**src/rtl/serial_mult_dot_ctrl_if.sv**
```systemverilog
// Operand-pair input stream and dot-product result stream of serial_mult_dot_ctrl.
// The slave side is the controller; the master side is the producer/consumer around it.
interface serial_mult_dot_ctrl_if #(
    parameter int WIDTH     = 8,
    parameter int CNT_WIDTH = 4,
    parameter int ACC_WIDTH = 2*WIDTH+CNT_WIDTH
);
    logic                 in_valid;
    logic                 in_ready;
    logic [WIDTH-1:0]     in_a;
    logic [WIDTH-1:0]     in_b;
    logic                 in_last;
    logic                 out_valid;
    logic                 out_ready;
    logic [ACC_WIDTH-1:0] out_sum;
    logic [CNT_WIDTH-1:0] out_count;
    logic                 out_ovf;

    modport master (
        output in_valid, in_a, in_b, in_last, out_ready,
        input  in_ready, out_valid, out_sum, out_count, out_ovf
    );

    modport slave (
        input  in_valid, in_a, in_b, in_last, out_ready,
        output in_ready, out_valid, out_sum, out_count, out_ovf
    );
endinterface

```
**src/rtl/serial_mult_dot_ctrl.sv**
```systemverilog
// Sequencer around a fixed-latency serial multiplier: one start per operand pair,
// product captured MULT_LAT edges after start, accumulated into a dot product.
module serial_mult_dot_ctrl #(
    parameter int HALF_WIDTH = 4,
    parameter int WIDTH      = 2*HALF_WIDTH,
    parameter int MULT_LAT   = 10,
    parameter int CNT_WIDTH  = 4,
    parameter int ACC_WIDTH  = 2*WIDTH+CNT_WIDTH
) (
    input  logic                   clk,
    input  logic                   rst_n,
    serial_mult_dot_ctrl_if.slave  bus,
    output logic                   o_mult_start,
    output logic [WIDTH-1:0]       o_mult_a,
    output logic [WIDTH-1:0]       o_mult_b,
    input  logic [2*WIDTH-1:0]     i_mult_dout
);
    localparam int WCNT_W = $clog2(MULT_LAT+1);

    typedef enum logic [1:0] {IDLE, ISSUE, WAIT, DONE} state_t;

    state_t               r_state;
    logic                 r_last;
    logic [ACC_WIDTH-1:0] r_acc;
    logic [CNT_WIDTH-1:0] r_count;
    logic                 r_ovf;
    logic [WCNT_W-1:0]    r_wait_cnt;
    logic                 r_in_ready;
    logic                 r_out_valid;
    logic                 r_mult_start;
    logic [WIDTH-1:0]     r_mult_a;
    logic [WIDTH-1:0]     r_mult_b;

    logic                 w_accept;
    logic                 w_capture;
    logic [ACC_WIDTH:0]   w_sum;
    logic [CNT_WIDTH-1:0] w_count_next;

    assign w_accept     = bus.in_valid & r_in_ready;
    assign w_capture    = (r_wait_cnt == WCNT_W'(MULT_LAT-1));
    // One extra bit on the adder exposes the accumulator carry-out.
    assign w_sum        = {1'b0, r_acc} + (ACC_WIDTH+1)'(i_mult_dout);
    assign w_count_next = r_count + CNT_WIDTH'(1);

    always_ff @(posedge clk or negedge rst_n) begin
        if (!rst_n) begin
            r_state      <= IDLE;
            r_last       <= 1'b0;
            r_acc        <= '0;
            r_count      <= '0;
            r_ovf        <= 1'b0;
            r_wait_cnt   <= '0;
            r_in_ready   <= 1'b1;
            r_out_valid  <= 1'b0;
            r_mult_start <= 1'b0;
            r_mult_a     <= '0;
            r_mult_b     <= '0;
        end else begin
            case (r_state)
                IDLE: begin
                    if (w_accept) begin
                        r_mult_a     <= bus.in_a;
                        r_mult_b     <= bus.in_b;
                        r_last       <= bus.in_last;
                        r_in_ready   <= 1'b0;
                        r_mult_start <= 1'b1;
                        r_state      <= ISSUE;
                    end
                end
                ISSUE: begin
                    // This edge is where the multiplier samples start.
                    r_mult_start <= 1'b0;
                    r_wait_cnt   <= '0;
                    r_state      <= WAIT;
                end
                WAIT: begin
                    r_wait_cnt <= r_wait_cnt + WCNT_W'(1);
                    if (w_capture) begin
                        r_acc   <= w_sum[ACC_WIDTH-1:0];
                        r_count <= w_count_next;
                        if (w_sum[ACC_WIDTH] || (&r_count))
                            r_ovf <= 1'b1;
                        if (r_last) begin
                            r_out_valid <= 1'b1;
                            r_state     <= DONE;
                        end else begin
                            r_in_ready  <= 1'b1;
                            r_state     <= IDLE;
                        end
                    end
                end
                DONE: begin
                    if (bus.out_ready) begin
                        r_acc       <= '0;
                        r_count     <= '0;
                        r_ovf       <= 1'b0;
                        r_out_valid <= 1'b0;
                        r_in_ready  <= 1'b1;
                        r_state     <= IDLE;
                    end
                end
                default: begin
                    r_state <= IDLE;
                end
            endcase
        end
    end

    assign bus.in_ready  = r_in_ready;
    assign bus.out_valid = r_out_valid;
    assign bus.out_sum   = r_acc;
    assign bus.out_count = r_count;
    assign bus.out_ovf   = r_ovf;
    assign o_mult_start  = r_mult_start;
    assign o_mult_a      = r_mult_a;
    assign o_mult_b      = r_mult_b;
endmodule

```
**src/flat_wrapper.sv**
```systemverilog
// flat-port wrapper written by rule: the top's interface ports become plain ports
module serial_mult_dot_ctrl_flat 
#(
    parameter int HALF_WIDTH = 4,
    parameter int WIDTH      = 2*HALF_WIDTH,
    parameter int MULT_LAT   = 10,
    parameter int CNT_WIDTH  = 4,
    parameter int ACC_WIDTH  = 2*WIDTH+CNT_WIDTH
)
  (clk, rst_n, o_mult_start, o_mult_a, o_mult_b, i_mult_dout, bus_in_valid, bus_in_a, bus_in_b, bus_in_last, bus_out_ready, bus_in_ready, bus_out_valid, bus_out_sum, bus_out_count, bus_out_ovf);
  serial_mult_dot_ctrl_if #(.WIDTH(WIDTH), .CNT_WIDTH(CNT_WIDTH), .ACC_WIDTH(ACC_WIDTH)) bus_i ();
  input  logic clk;
  input  logic rst_n;
  output logic o_mult_start;
  output logic [WIDTH-1:0] o_mult_a;
  output logic [WIDTH-1:0] o_mult_b;
  input  logic [2*WIDTH-1:0] i_mult_dout;
  input wire logic [$bits(bus_i.in_valid)-1:0] bus_in_valid;
  input wire logic [$bits(bus_i.in_a)-1:0] bus_in_a;
  input wire logic [$bits(bus_i.in_b)-1:0] bus_in_b;
  input wire logic [$bits(bus_i.in_last)-1:0] bus_in_last;
  input wire logic [$bits(bus_i.out_ready)-1:0] bus_out_ready;
  output wire logic [$bits(bus_i.in_ready)-1:0] bus_in_ready;
  output wire logic [$bits(bus_i.out_valid)-1:0] bus_out_valid;
  output wire logic [$bits(bus_i.out_sum)-1:0] bus_out_sum;
  output wire logic [$bits(bus_i.out_count)-1:0] bus_out_count;
  output wire logic [$bits(bus_i.out_ovf)-1:0] bus_out_ovf;
  assign bus_i.in_valid = bus_in_valid;
  assign bus_i.in_a = bus_in_a;
  assign bus_i.in_b = bus_in_b;
  assign bus_i.in_last = bus_in_last;
  assign bus_i.out_ready = bus_out_ready;
  assign bus_in_ready = bus_i.in_ready;
  assign bus_out_valid = bus_i.out_valid;
  assign bus_out_sum = bus_i.out_sum;
  assign bus_out_count = bus_i.out_count;
  assign bus_out_ovf = bus_i.out_ovf;
  serial_mult_dot_ctrl #(.HALF_WIDTH(HALF_WIDTH), .WIDTH(WIDTH), .MULT_LAT(MULT_LAT), .CNT_WIDTH(CNT_WIDTH), .ACC_WIDTH(ACC_WIDTH)) u_core (.clk(clk), .rst_n(rst_n), .bus(bus_i), .o_mult_start(o_mult_start), .o_mult_a(o_mult_a), .o_mult_b(o_mult_b), .i_mult_dout(i_mult_dout));
endmodule
```
**config.mk**
```make
export PLATFORM = sky130hd
export DESIGN_NAME = serial_mult_dot_ctrl_flat
export DESIGN_NICKNAME = d
export VERILOG_FILES = /design/src/rtl/serial_mult_dot_ctrl_if.sv /design/src/rtl/serial_mult_dot_ctrl.sv /design/src/flat_wrapper.sv
export SDC_FILE = /design/constraint.sdc
export NUM_CORES = 1
export LEC_CHECK = 0
export CORE_ASPECT_RATIO = 0.7
export CORE_UTILIZATION = 40
export DETAILED_ROUTE_END_ITERATION = 8
export GPL_TIMING_DRIVEN = 0
export HOLD_SLACK_MARGIN = 0.06
export PLACE_DENSITY = 0.68
export SYNTH_ARGS = -nofsm -noshare
export SYNTH_HDL_FRONTEND = slang
export SYNTH_SLANG_ARGS = --single-unit
```
**constraint.sdc**
```tcl
create_clock -name clk -period 5.84 [get_ports clk]
set_input_delay 0.584 -clock clk [delete_from_list [all_inputs] [get_ports clk]]
set_output_delay 0.584 -clock clk [all_outputs]
set_load 0.05 [all_outputs]
```
==> results by group, run 1 <==
Clock network
  – Post_cts resized: 0
  – Hold_buf cts: 0
  – CTS tree: yes
  – CTS Buf Count: 5
  – H-Tree Depth: 2
  – Post-CTS Setup Inserts: 0
  – Root Driver: clkbuf_8
  – Clock Tree Buf Depth: 2
  – Clk slew on worst S/H paths: 0.10 ns
  – Clk Latency, worst-skew pair: 0.31 ns
  – Clk sinks: 51

Power and ir drop
  – Clock power frac: 15.3%
  – Maximum VDD drop: 264 uV
  – Leakage: 1.82 nW
  – Psw: 0.768 mW
  – Logic pwr share: 54.4%
  – Sequential Power Share: 30.4%
  – P_int: 0.950 mW
  – Pwr Density: 411 nW/um^2
  – Sw Ratio: 44.7%

STA
  – Worst-Margin Slew: 1.18 ns
  – Total Neg Setup Slack: 0 ns
  – Final Critical Period: 2.87 ns
  – Period Utilization, post-route: 49.1%
  – Setup violations, final: 0
  – Max Freq: 349 MHz
  – RSZ-0062 raised after global routing: false
  – Endpoints failing hold: 0
  – Max Slew Vio Count: 0
  – Rel. slew slack: 20.4%
  – Clock skew: 0.0129 ns

Place
  – GPL Wtd Cong: 0.817
  – Placed Area: 4060 sq um
  – PortBufs: 80
  – Post-DP HPWL: 5890 microns

Finish
  – Filler cells: 696
  – N_diodes: 0
  – Commonest non-fill, non-tap cells in the layout: 79 x clkdlybuf4s50_1, 50 x dfrtp_1, 24 x nand2_1
  – Share of layout cells above drive strength 1: 9.90%
  – Area growth, synth to finish: 33.8%
  – Post-Layout Inst Area: 4180 sq um
  – Commonest non-fill, non-tap cell in the layout: clkdlybuf4s50_1
  – Fin nets: 464

Floorplan
  – Placeable Area: 7420 sq um
  – Initial Util: 42.1%
  – Die W: 108 microns
  – I/O Pins: 81
  – Die height: 75.9 microns
  – # rows: 26
  – Die footprint: 8170 sq um

Yosys
  – Ys flop type: dfrtp_1
  – Sequential area share after synthesis: 40.9%
  – Post-synth top area cell: dfrtp_1
  – EDFF count, synth: 0
  – Synthesized area: 3120 sq um
  – Average size of a mapped cell: 9.91 sq um
  – Library cells used by synthesis: 60
  – Post-synthesis sequential element count: 51
  – Net Count, Synth: 376
  – Synth top area share: 40.1%
  – Post-synthesis instance total: 315
  – YS warnings: 0
  – Fraction of registers with async set/reset: 100%
  – Area contributors post-synth: dfrtp_1 40%, ha_1 9.2%, mux2_2 6.1%

Critical path
  – Kind of critical path: input pin to register
  – Crit. End Element: register
  – Crit-path max FO: 4
  – WP data arrival: 3.06 ns
  – Crit path launch type: input pin
  – Critical Path RT: 6.03 ns

Global route
  – Largest net degree at the start of global routing: 40
  – Remaining Overflow, GRT: 0
  – Initial antenna violation count: 0
  – First-pass GRT wire length: 12,800 microns
  – Vias in the first global route: 2,572
  – Tot GR Track Use: 19.7%

Status
  – Status: finished clean

Drt
  – DR WL/cell: 15.3 microns
  – Via/cell ratio: 5.36
  – Final antenna-violating net count: 0
  – Starting DRT DRC Count: 149
  – Final WL: 7690 microns
  – Vias: 2,691
  – Number of remaining DRC errors: 0
  – TritonRoute pass-1 iters: 4

Hold path
  – Worst hold path class: input pin to asynchronous set/reset pin

Run
  – Max-cap violations: 0
-- cells in the mapped netlist (all sizes together), types with 3 or more instances --
library cell,n
o211ai,3
nand2,25
xnor2,6
inv,17
mux2,18
a21boi,3
nor2,9
a21oi,20
o21a,4
nand4,4
a21o,9
nand3,18
nand2b,3
nor3,7
ha,23
o21ai,21
o21bai,3
buf,6
dfrtp,50
a31oi,5
o31ai,3
nor2b,5
and3,3
clkbuf,4
xor2,4
a22o,4
-- layout make-up --
type | instances | area, sq um | area share [%]
clock buffer | 6 | 82.6 | 1.98
inverter | 17 | 63.8 | 1.53
buffer | 10 | 58.8 | 1.41
multi-input combinational | 237 | 1720 | 41.2
sequential | 51 | 1280 | 30.6
clock inverter | 2 | 35.0 | 0.838
timing repair buffer | 81 | 816 | 19.5
tap | 98 | 123 | 2.93
-- state kept, by name (all words and copies together), names as in the netlist --
signal                flops
u_core.bus.out_sum       20
u_core.o_mult_a           8
u_core.o_mult_b           8
u_core.bus.out_count      4
u_core.r_wait_cnt         4
u_core.r_state            2
u_core.bus.in_ready       1
u_core.bus.out_ovf        1
u_core.bus.out_valid      1
u_core.o_mult_start       1
u_core.r_last             1
-- metrics by stage --
| step | worst slack [ns] | util, % | cells | power (mW) | hold slack (ns) |
|---|---|---|---|---|---|
| floorplan | 3.28 | - | 315 | 1.17 | 0.288 |
| global placement | 2.57 | 54.6 | 493 | 1.44 | 0.480 |
| detailed placement | 2.67 | 54.8 | 494 | 1.46 | 0.485 |
| CTS | 2.98 | 56.3 | 502 | 1.73 | 0.163 |
| global route | 2.81 | 56.3 | 502 | 1.82 | 0.175 |
| finish | 2.97 | 56.3 | 502 | 1.72 | 0.161 |
-- power by group through the flow --
stage / clock (mW) / sequential [mW] / combinational (mW)
after floorplan: 0 / 0.793 / 0.374
after global placement: 0 / 0.526 / 0.916
after detailed placement: 0 / 0.530 / 0.933
after CTS: 0.272 / 0.523 / 0.937
after global routing: 0.282 / 0.538 / 0.999
final: 0.262 / 0.522 / 0.934
-- worst paths after layout --
path                                        from               endpoint  slack [ns]  cells after the start
setup reg to reg           u_core.bus.out_sum[4]     u_core.bus.out_ovf        3.22                      7
hold / removal                             rst_n  u_core.bus.out_sum[8]        0.16                      1
min in group clk              u_core.bus.out_ovf     u_core.bus.out_ovf        0.51                      1
max in group asynchronous                  rst_n    u_core.bus.in_ready        5.10                      2
setup / recovery                  i_mult_dout[0]     u_core.bus.out_ovf        2.97                     10
hold reg to reg               u_core.bus.out_ovf     u_core.bus.out_ovf        0.51                      1
-- kinds of logic (layout without fill, tap and decap cells) --
logic type | after synthesis | in the layout | share of synthesized area (%)
compound gates | 97 | 97 | 21.5
xor+xnor | 10 | 10 | 2.80
fa+ha+maj | 24 | 24 | 9.86
buf+inv | 27 | 116 | 3.93
flops | 51 | 51 | 40.9
mux | 18 | 18 | 6.49
simple gates | 88 | 88 | 14.5
-- worst max-delay path, stage by stage --
cell and delay (ns):
clkdlybuf4s50_1 0.46, ha_1 0.18, inv_1 0.06, fa_1 0.38, nor2b_1 0.23, o2111ai_2 0.19
a311oi_1 0.33, a311oi_1 0.16, o2bb2ai_1 0.19, mux2_1 0.31
-- routing by layer --
layer  GRT usage (%)  vias up  share of wire, %
met5               0        -                 0
met4            3.01        0              0.27
met3            3.87        2               5.0
met2            28.3       63                43
met1            30.8     1267                52
li1                -     1359                 -
Power figures use the tool's default switching activity.
==> inputs of run 2 (changes only) <==
==> constraint.sdc (replaced) <==
create_clock -name clk -period 2.8 [get_ports clk]
set_input_delay 0.28 -clock clk [delete_from_list [all_inputs] [get_ports clk]]
set_output_delay 0.28 -clock clk [all_outputs]
set_load 0.05 [all_outputs]
==> results by group, run 2 (synthesis results as in run 1) <==
Critical path
  – Kind of critical path: register to register (was input pin to register)
  – Critical-path cell list: ha_1 > a21oi_1 > nand2b_1 > a311oi_1 > a311oi_1 > o2bb2ai_1 > mux2_1 (was clkdlybuf4s50_1 > ha_1 > inv_1 > fa_1 > nor2b_1 > o2111ai_2 > a311oi_1 > a311oi_1 > o2bb2ai_1 > mux2_1)
  – Critical Path RT: 2.99 ns (was 6.03 ns)
  – Reg2reg end: u_core.bus.out_ovf (unchanged)
  – Worst path max stage delay: 0.58 ns (was 0.46 ns)
  – Worst path slowest cell: a311oi_1 (was clkdlybuf4s50_1)
  – WP data arrival: 2.81 ns (was 3.06 ns)
  – R2R Setup Slk: 0.17 ns (was 3.22 ns)
  – Reg2Reg Depth: 7 (unchanged)
  – Critical R2R Launch: u_core.bus.out_sum[4] (unchanged)
  – Crit-path max FO: 5 (was 4)
  – Crit path launch type: register (was input pin)
  – Crit. End Element: register (unchanged)
  – Crit path top cell by count: a311oi_1 (unchanged)

Clock network
  – H-Tree Depth: 2 (unchanged)
  – Clock Tree Buf Depth: 2 (unchanged)
  – Post_cts resized: 0 (unchanged)
  – CTS tree: yes (unchanged)
  – CTS Buf Count: 5 (unchanged)
  – Clk Latency, worst-skew pair: 0.31 ns (about the same)
  – Clk sinks: 51 (unchanged)
  – Clk slew on worst S/H paths: 0.10 ns (about the same)
  – Root Driver: clkbuf_8 (unchanged)

Drt
  – Metal3 WL: 440 microns (was 381 microns)
  – Final antenna-violating net count: 0 (unchanged)
  – Top Metal Used: met4 (unchanged)
  – TritonRoute pass-1 iters: 4 (unchanged)
  – Number of remaining DRC errors: 0 (unchanged)
  – Starting DRT DRC Count: 170 (was 149)
  – Met1 WL: 3930 microns (was 4000 microns)
  – Via/cell ratio: 5.35 (was 5.36)
  – DR WL/cell: 15.3 microns (about the same)
  – Vias: 2,692 (was 2,691)
  – WL met2: 3300 microns (was 3290 microns)
  – Final WL: 7690 microns (about the same)

Finish
  – Fin nets: 465 (was 464)
  – Share of layout cells above drive strength 1: 9.88% (was 9.90%)
  – Final cell count without fillers: 503 (was 502)
  – Max reg flops: 20 (unchanged)
  – N_diodes: 0 (unchanged)
  – Commonest non-fill, non-tap cell in the layout: clkdlybuf4s50_1 (unchanged)
  – Area growth, synth to finish: 34.1% (was 33.8%)
  – Seq. cell area: 1280 sq um (unchanged)
  – Filler cells: 697 (was 696)
  – Multi-input gate area: 1720 sq um (unchanged)
  – Commonest non-fill, non-tap cells in the layout: 79 x clkdlybuf4s50_1, 50 x dfrtp_1, 24 x nand2_1 (unchanged)

Global route
  – First-pass GRT wire length: 12,800 microns (about the same)
  – Remaining Overflow, GRT: 0 (unchanged)
  – Tot GR Track Use: 19.8% (was 19.7%)
  – Largest net degree at the start of global routing: 40 (unchanged)
  – Initial antenna violation count: 0 (unchanged)
  – Vias in the first global route: 2,582 (was 2,572)

Place
  – Placed instance count: 494 (unchanged)
  – GPL Wtd Cong: 0.817 (unchanged)
  – PortBufs: 80 (unchanged)
  – Worst slack, placed: -0.0648 ns (was 2.67 ns)
  – Post-DP HPWL: 5890 microns (unchanged)

STA
  – Clock skew: 0.0128 ns (was 0.0129 ns)
  – Worst-Margin Slew: 1.19 ns (was 1.18 ns)
  – RSZ-0062 raised after global routing: false (unchanged)
  – Max Freq: 381 MHz
  – Max Slew Vio Count: 0 (unchanged)
  – Endpoints failing hold: 0 (unchanged)
  – Period Utilization, post-route: 93.8%
  – Final worst slack: 0.175 ns (was 2.97 ns)
  – WHS: 0.397 ns (was 0.161 ns)
  – Rel. slew slack: 20.3% (was 20.4%)
  – Setup violations, final: 0 (unchanged)
  – Final Critical Period: 2.63 ns

Power and ir drop
  – Pwr Density: 856 nW/um^2 (was 411 nW/um^2)
  – Leakage: 1.83 nW (was 1.82 nW)
  – Maximum VDD drop: 550 uV (was 264 uV)

Floorplan
  – # rows: 26 (unchanged)
  – Placeable Area: 7420 sq um (unchanged)
  – Die footprint: 8170 sq um (unchanged)
  – Die W: 108 microns (unchanged)
  – Initial Util: 42.1% (unchanged)
  – Die height: 75.9 microns (unchanged)
  – I/O Pins: 81 (unchanged)

Status
  – Status: finished clean (unchanged)

Run
  – Max-cap violations: 0 (unchanged)

Hold path
  – Worst hold path class: input pin to asynchronous set/reset pin (unchanged)
[run 2: cell count changes in the layout (fill, tap and decap cells not counted), sizes merged]
cell / delta
dlygate4sd3: +1
[run 2: critical path: cells and delay by family, from the launching register on]
kind            cells  cell delay, ns
simple gates        1            0.22
flops               1            0.41
fa+ha+maj           1            0.38
mux                 1            0.33
compound gates      4            1.16
[run 2: what timing repair did]
action	4_1_cts	5_1_grt
hold buffers	1	0
endpoints found under the hold margin	12	0
buffers inserted	0	0
[run 2: routing by layer]
layer  up-vias  global-route usage (%)
met3         2                    3.87
met2        69                    28.5
li1       1358                       -
met1      1263                    30.8
met5         -                       0
met4         0                    3.01
[run 2: how the worst max path moves through the flow]
stage | slack [ns] | end | depth (start not counted) | start
after CTS | 0.22 | u_core.bus.out_ovf | 7 | u_core.bus.out_sum[4]
after global placement | -0.17 | u_core.bus.out_sum[4] | 1 | rst_n
after floorplan | 0.24 | u_core.bus.out_ovf | 9 | u_core.bus.out_sum[0]
after global routing | 0.04 | u_core.bus.out_ovf | 7 | u_core.bus.out_sum[4]
final | 0.17 | u_core.bus.out_ovf | 7 | u_core.bus.out_sum[4]
after detailed placement | -0.06 | u_core.bus.out_ovf | 10 | i_mult_dout[0]
[run 2: final cells by class]
cell class	instances	share of cell area (%)
Multi-Input combinational cell	237	41.1
Sequential cell	51	30.5
Timing Repair Buffer	82	19.7
Tap cell	98	2.93
Clock buffer	6	1.97
Inverter	17	1.52
Buffer	10	1.40
Clock inverter	2	0.836
[run 2: metrics by stage]
stage	power, mW	util, %	instance area (sq um)	TNS (ns)
after floorplan	2.43	-	3120	0
after global placement	3.01	54.6	4050	-8.30
after detailed placement	3.05	54.8	4060	-0.0648
after CTS	3.61	56.5	4190	0
after global routing	3.79	56.5	4190	0
final	3.59	56.5	4190	0
[run 2: power by group]
part / switching [mW] / leakage, nW / total [mW] / internal, mW
Clock: 0.256 / 0.0612 / 0.546 / 0.290
Sequential: 0.145 / 0.644 / 1.09 / 0.944
Combinational: 1.20 / 1.12 / 1.95 / 0.749
Total: 1.60 / 1.83 / 3.59 / 1.98
==> inputs of run 3 (changes only) <==
--- a/config.mk
+++ b/config.mk
@@ -5,10 +5,9 @@
 export SDC_FILE = /design/constraint.sdc
 export NUM_CORES = 1
 export LEC_CHECK = 0
-export CORE_ASPECT_RATIO = 0.7
+export CORE_ASPECT_RATIO = 1.5
 export CORE_UTILIZATION = 40
 export DETAILED_ROUTE_END_ITERATION = 8
-export GPL_TIMING_DRIVEN = 0
 export HOLD_SLACK_MARGIN = 0.06
 export PLACE_DENSITY = 0.68
 export SYNTH_ARGS = -nofsm -noshare
==> constraint.sdc (replaced) <==
create_clock -name clk -period 2.8 [get_ports clk]
set_input_delay 0.28 -clock clk [delete_from_list [all_inputs] [get_ports clk]]
set_output_delay 0.28 -clock clk [all_outputs]
set_load 0.01 [all_outputs]
==> results by group, run 3 (synthesis results as in run 1) <==
Floorplan
  – Initial Util: 41.0% (was 42.1%)
  – Die footprint: 8170 sq um (about the same)
  – # rows: 39 (was 26)
  – Die height: 110 microns (was 75.9 microns)
  – Die W: 74.1 microns (was 108 microns)
  – Placeable Area: 7610 sq um (was 7420 sq um)
  – I/O Pins: 81 (unchanged)

Status
  – Status: finished clean (unchanged)

Critical path
  – Crit path top cell by count: a311oi_1 (unchanged)
  – WP data arrival: 2.64 ns (was 2.81 ns)
  – Critical Path RT: 2.98 ns (was 2.99 ns)
  – Worst path slowest cell: clkdlybuf4s50_1 (was a311oi_1)
  – Crit. End Element: register (unchanged)
  – Worst path max stage delay: 0.46 ns (was 0.58 ns)
  – Worst path bufs/invs: 2 (was 0)
  – Crit-path max FO: 4 (was 5)
  – Worst path top cell family by delay: compound AO/OA/AOI/OAI gates (unchanged)
  – Critical R2R Launch: u_core.bus.out_sum[0] (was u_core.bus.out_sum[4])
  – Crit path launch type: input pin (was register)
  – Worst setup path startpoint: i_mult_dout[0] (was u_core.bus.out_sum[4])
  – Kind of critical path: input pin to register (was register to register)
  – R2R Setup Slk: 0.38 ns (was 0.17 ns)
  – Critical-path cell list: clkdlybuf4s50_1 > ha_1 > inv_1 > fa_1 > nor2b_1 > o2111ai_2 > a311oi_1 > a311oi_1 > o2bb2ai_1 > mux2_1 (was ha_1 > a21oi_1 > nand2b_1 > a311oi_1 > a311oi_1 > o2bb2ai_1 > mux2_1)

Drt
  – Final WL: 7950 microns (was 7690 microns)
  – DR WL/cell: 15.8 microns (was 15.3 microns)
  – Number of remaining DRC errors: 0 (unchanged)
  – WL met2: 4310 microns (was 3300 microns)
  – Final antenna-violating net count: 0 (unchanged)
  – Top Metal Used: met4 (unchanged)
  – Vias: 2,778 (was 2,692)
  – Metal3 WL: 290 microns (was 440 microns)
  – Starting DRT DRC Count: 111 (was 170)
  – Met1 WL: 3180 microns (was 3930 microns)
  – TritonRoute pass-1 iters: 4 (unchanged)
  – Via/cell ratio: 5.51 (was 5.35)

STA
  – Max Slew Vio Count: 0 (unchanged)
  – Clock skew: 0.00770 ns (was 0.0128 ns)
  – Max Freq: 407 MHz (was 381 MHz)
  – RSZ-0062 raised after global routing: false (unchanged)
  – Rel. slew slack: 65.8% (was 20.3%)
  – Final Critical Period: 2.46 ns (was 2.63 ns)
  – Endpoints failing hold: 0 (unchanged)
  – Setup violations, final: 0 (unchanged)
  – Worst-Margin Slew: 0.511 ns (was 1.19 ns)
  – Period Utilization, post-route: 87.8% (was 93.8%)
  – Total Neg Setup Slack: 0 ns (unchanged)

Finish
  – Max reg flops: 20 (unchanged)
  – Commonest non-fill, non-tap cell in the layout: clkdlybuf4s50_1 (unchanged)
  – Commonest non-fill, non-tap cells in the layout: 79 x clkdlybuf4s50_1, 50 x dfrtp_1, 24 x nand2_1 (unchanged)
  – Fin nets: 462 (was 465)
  – Multi-input gate area: 1720 sq um (unchanged)
  – N_diodes: 0 (unchanged)
  – Area growth, synth to finish: 34.6% (was 34.1%)
  – Filler cells: 712 (was 697)
  – Share of layout cells above drive strength 1: 9.95% (was 9.88%)
  – Seq. cell area: 1280 sq um (unchanged)

Clock network
  – Root Driver: clkbuf_16 (was clkbuf_8)
  – Clk Latency, worst-skew pair: 0.30 ns (was 0.31 ns)
  – Clk slew on worst S/H paths: 0.07 ns (was 0.10 ns)
  – CTS tree: yes (unchanged)
  – Clk sinks: 51 (unchanged)
  – Clock Tree Buf Depth: 2 (unchanged)
  – CTS Buf Count: 5 (unchanged)
  – H-Tree Depth: 2 (unchanged)
  – Post_cts resized: 0 (unchanged)

Place
  – Post-DP HPWL: 6080 microns (was 5890 microns)
  – PortBufs: 80 (unchanged)
  – GPL Wtd Cong: 0.858 (was 0.817)

Power and ir drop
  – Total Power: 3.13 mW (was 3.59 mW)
  – Maximum VDD drop: 507 uV (was 550 uV)
  – Pwr Density: 745 nW/um^2 (was 856 nW/um^2)
  – Leakage: 1.83 nW (about the same)

Global route
  – Largest net degree at the start of global routing: 40 (unchanged)
  – Vias in the first global route: 2,779 (was 2,582)
  – Initial antenna violation count: 0 (unchanged)
  – First-pass GRT wire length: 12,800 microns (about the same)
  – Tot GR Track Use: 20.9% (was 19.8%)
  – Remaining Overflow, GRT: 0 (unchanged)

Hold path
  – Worst hold path class: input pin to asynchronous set/reset pin (unchanged)

Run
  – Max-cap violations: 0 (unchanged)
run 3: worst paths after layout:
| path | depth (start not counted) | end |
|---|---|---|
| worst max-delay path | 10 | u_core.bus.out_ovf |
| worst min-delay path | 2 | u_core.bus.out_sum[10] |
| worst max register to register | 9 | u_core.bus.out_ovf |
| worst min register to register | 1 | u_core.bus.out_valid |
| max in group asynchronous | 3 | u_core.bus.in_ready |
| min in group clk | 1 | u_core.bus.out_valid |
run 3: timing repair:
action,CTS,global route
hold endpoints to repair,12,0
buffers inserted,0,0
hold buffers,1,0
run 3: metrics by stage:
stage                     instances  worst slack [ns]  hold slack, ns  utilization (%)  cell area (sq um)
after global routing            504             0.204           0.457             55.2               4200
after global placement          495            0.0805           0.194             53.2               4050
after detailed placement        495            0.0116           0.201             53.2               4050
after floorplan                 315             0.544         -0.0156                -               3120
final                           504             0.342           0.403             55.2               4200
after CTS                       504             0.329           0.417             55.2               4200
run 3: where the power goes:
group / internal (mW) / leakage [nW] / switching (mW)
clock: 0.335 / 0.0675 / 0.283
sequential: 0.945 / 0.644 / 0.150
combinational: 0.731 / 1.12 / 0.689
run 3: routing by layer:
metal  track usage, %  vias up
met1             22.8     1363
met5                0        -
met3             4.00       12
met2             38.6       58
met4             8.79        0
li1                 -     1345
run 3: area by class of cell:
cell class / count / area share [%]
flip-flops and latches: 51 / 30.4
inverters: 17 / 1.52
well taps: 102 / 3.04
repair buffers: 89 / 20.6
clock buffers: 6 / 3.07
multi-input cells: 237 / 41.0
clock inverters: 2 / 0.387
==> edit (settings of run 2) <==
Re-encode `state_t` (4 states) as one-hot, 4 bits wide.
--- a/src/rtl/serial_mult_dot_ctrl.sv
+++ b/src/rtl/serial_mult_dot_ctrl.sv
@@ -19,3 +19,3 @@
 
-    typedef enum logic [1:0] {IDLE, ISSUE, WAIT, DONE} state_t;
+    typedef enum logic [3:0] {IDLE = 4'b0001, ISSUE = 4'b0010, WAIT = 4'b0100, DONE = 4'b1000} state_t;
 
Behaviour: same outputs for any inputs over 10 cycles, from zero or initial values and one cycle with rst_n low; not proved beyond that.
==> edit against run 2 <==
Power increased by 7.6%. Sequential cell count increased by 2. Critical path depth increased by 3. Wire length increased by 2.5%. First-iteration DRC count decreased by 12%. Non-clock buffer count increased by 4. Final cell count increased by 2.6%. Combinational power increased by 3%. Synthesized area increased by 1.8%. Die area increased by 1.8%. Register-to-register slack improved by 0.02 ns. Count of clock-buffer cells in the layout unchanged. Setup slack got worse by 0.052 ns. Design area increased by 2.5%. Highest routed layer unchanged.
==> edit: results (changes against run 2) <==
- The flow ran to the end, and the final reports show no timing, DRC or antenna violations.
- The net count after synthesis is 385 (+2.4%).
- The largest net degree at the start of global routing was 37 (-7.5%).
- The worst setup slack for register-to-register paths came to 0.19 ns (+0.02 ns).
- The number of DRC violations after detailed-routing iteration 0 is 150 (-12%).
- The placed instance area came to 4120 sq um (+1.4%).
- The arrival time reported for the critical path endpoint came to 2.85 ns (+0.04 ns).
- The maximum fanout encountered on the critical timing path is 3 (-2).
- The power attributed to the clock group is 0.000696 W (+27%).
- The static leakage is 1.85 nW (+1.2%).
- The logic depth of the worst register-to-register path is 9 (+2).
- The half-perimeter wire length after placement came to 5.95 mm (+0.91%).
- The final cell count without fillers is 516 (+2.6%).
- The endpoint of the worst-slack reg-to-reg timing path is u_core.bus.out_sum[14].
- The clock-pin slew on the worst setup and hold paths is 0.07 ns (-0.03 ns).
- In this run the critical register-to-register path is launched from u_core.bus.out_sum[0].
- The number of unique standard cell types used by synthesis is 54 (-10%).
- The power density of the placed cells came to 899 nW/um^2 (+5.0%).
- The slew at the pin closest to its max-slew limit is 0.545 ns (-0.642 ns).
- The sequential cell area fraction in the yosys report is 0.418 (+0.00873).
- The largest incremental delay on the critical path came to 0.48 ns (-0.10 ns).
- The per-instance average area after synthesis was 9.70 sq um (-2.2%).
- The global-route wire length before repair is 13.4 mm (+4.3%).
- The internal power consumption was 0.00217 W (+9.7%).
- The routed wire length is 7.89 mm (+2.5%).
- The final estimated routing congestion in global placement came to 0.819 (+0.15%).
- Yosys attributes the largest share of cell area to sky130_fd_sc_hd__dfrtp_1, sky130_fd_sc_hd__ha_1, sky130_fd_sc_hd__mux2_2.
- The number of vias in the routed layout came to 2805 (+4.2%).
- For this design, the slowest cell found on the critical path is sky130_fd_sc_hd__a2111o_1.
- The sequential group share of total power was 0.300 (-0.004).
==> edit: repair_timing <==
action | in CTS | in global routing
gates resized for setup | 0 | 0
hold endpoints to repair | 17 | 0
buffers inserted | 0 | 0
hold buffers | 1 | 0
==> edit: worst max-delay path, delay by kind of cell <==
family | cells | cell delay (ns)
compound gates | 5 | 1.28
fa+ha+maj | 2 | 0.54
simple gates | 1 | 0.24
buf+inv | 2 | 0.51
==> edit: per-layer routing <==
metal,track usage,vias to the layer above,part of all wire
met5,0,-,0
met4,0.0338,0,0.0058
met3,0.0334,4,0.041
met2,0.294,64,0.44
met1,0.315,1363,0.52
li1,-,1374,-
==> edit: worst max path at each step <==
stage / start / end / slack, ns
2_1_floorplan: u_core.bus.out_sum[0] / u_core.bus.out_sum[18] / 0.13
3_3_place_gp: rst_n / u_core.bus.out_sum[4] / -0.25
3_5_place_dp: i_mult_dout[0] / u_core.bus.out_sum[14] / -0.13
4_1_cts: i_mult_dout[0] / u_core.bus.out_sum[14] / 0.15
5_1_grt: i_mult_dout[0] / u_core.bus.out_sum[14] / 0.03
6_report: i_mult_dout[0] / u_core.bus.out_sum[14] / 0.12
==> edit: kinds of logic after synthesis <==
family                     share of synthesized area
DFF                                            0.418
xor gates and xnor gates                      0.0386
muxes                                         0.0669
and+or+nand+nor                                0.162
AOI/OAI and AO/OA                              0.193
buffers and inverters                         0.0409
adders and majority gates                     0.0810
==> edit: layout make-up <==
type | count | area [sq um]
Sequential cell | 53 | 1330
Buffer | 14 | 81.3
Clock buffer | 6 | 129
Multi-Input combinational cell | 248 | 1720
Tap cell | 98 | 123
Timing Repair Buffer | 82 | 826
Clock inverter | 2 | 35.0
Inverter | 13 | 48.8
Fill cell | 697 | 3190
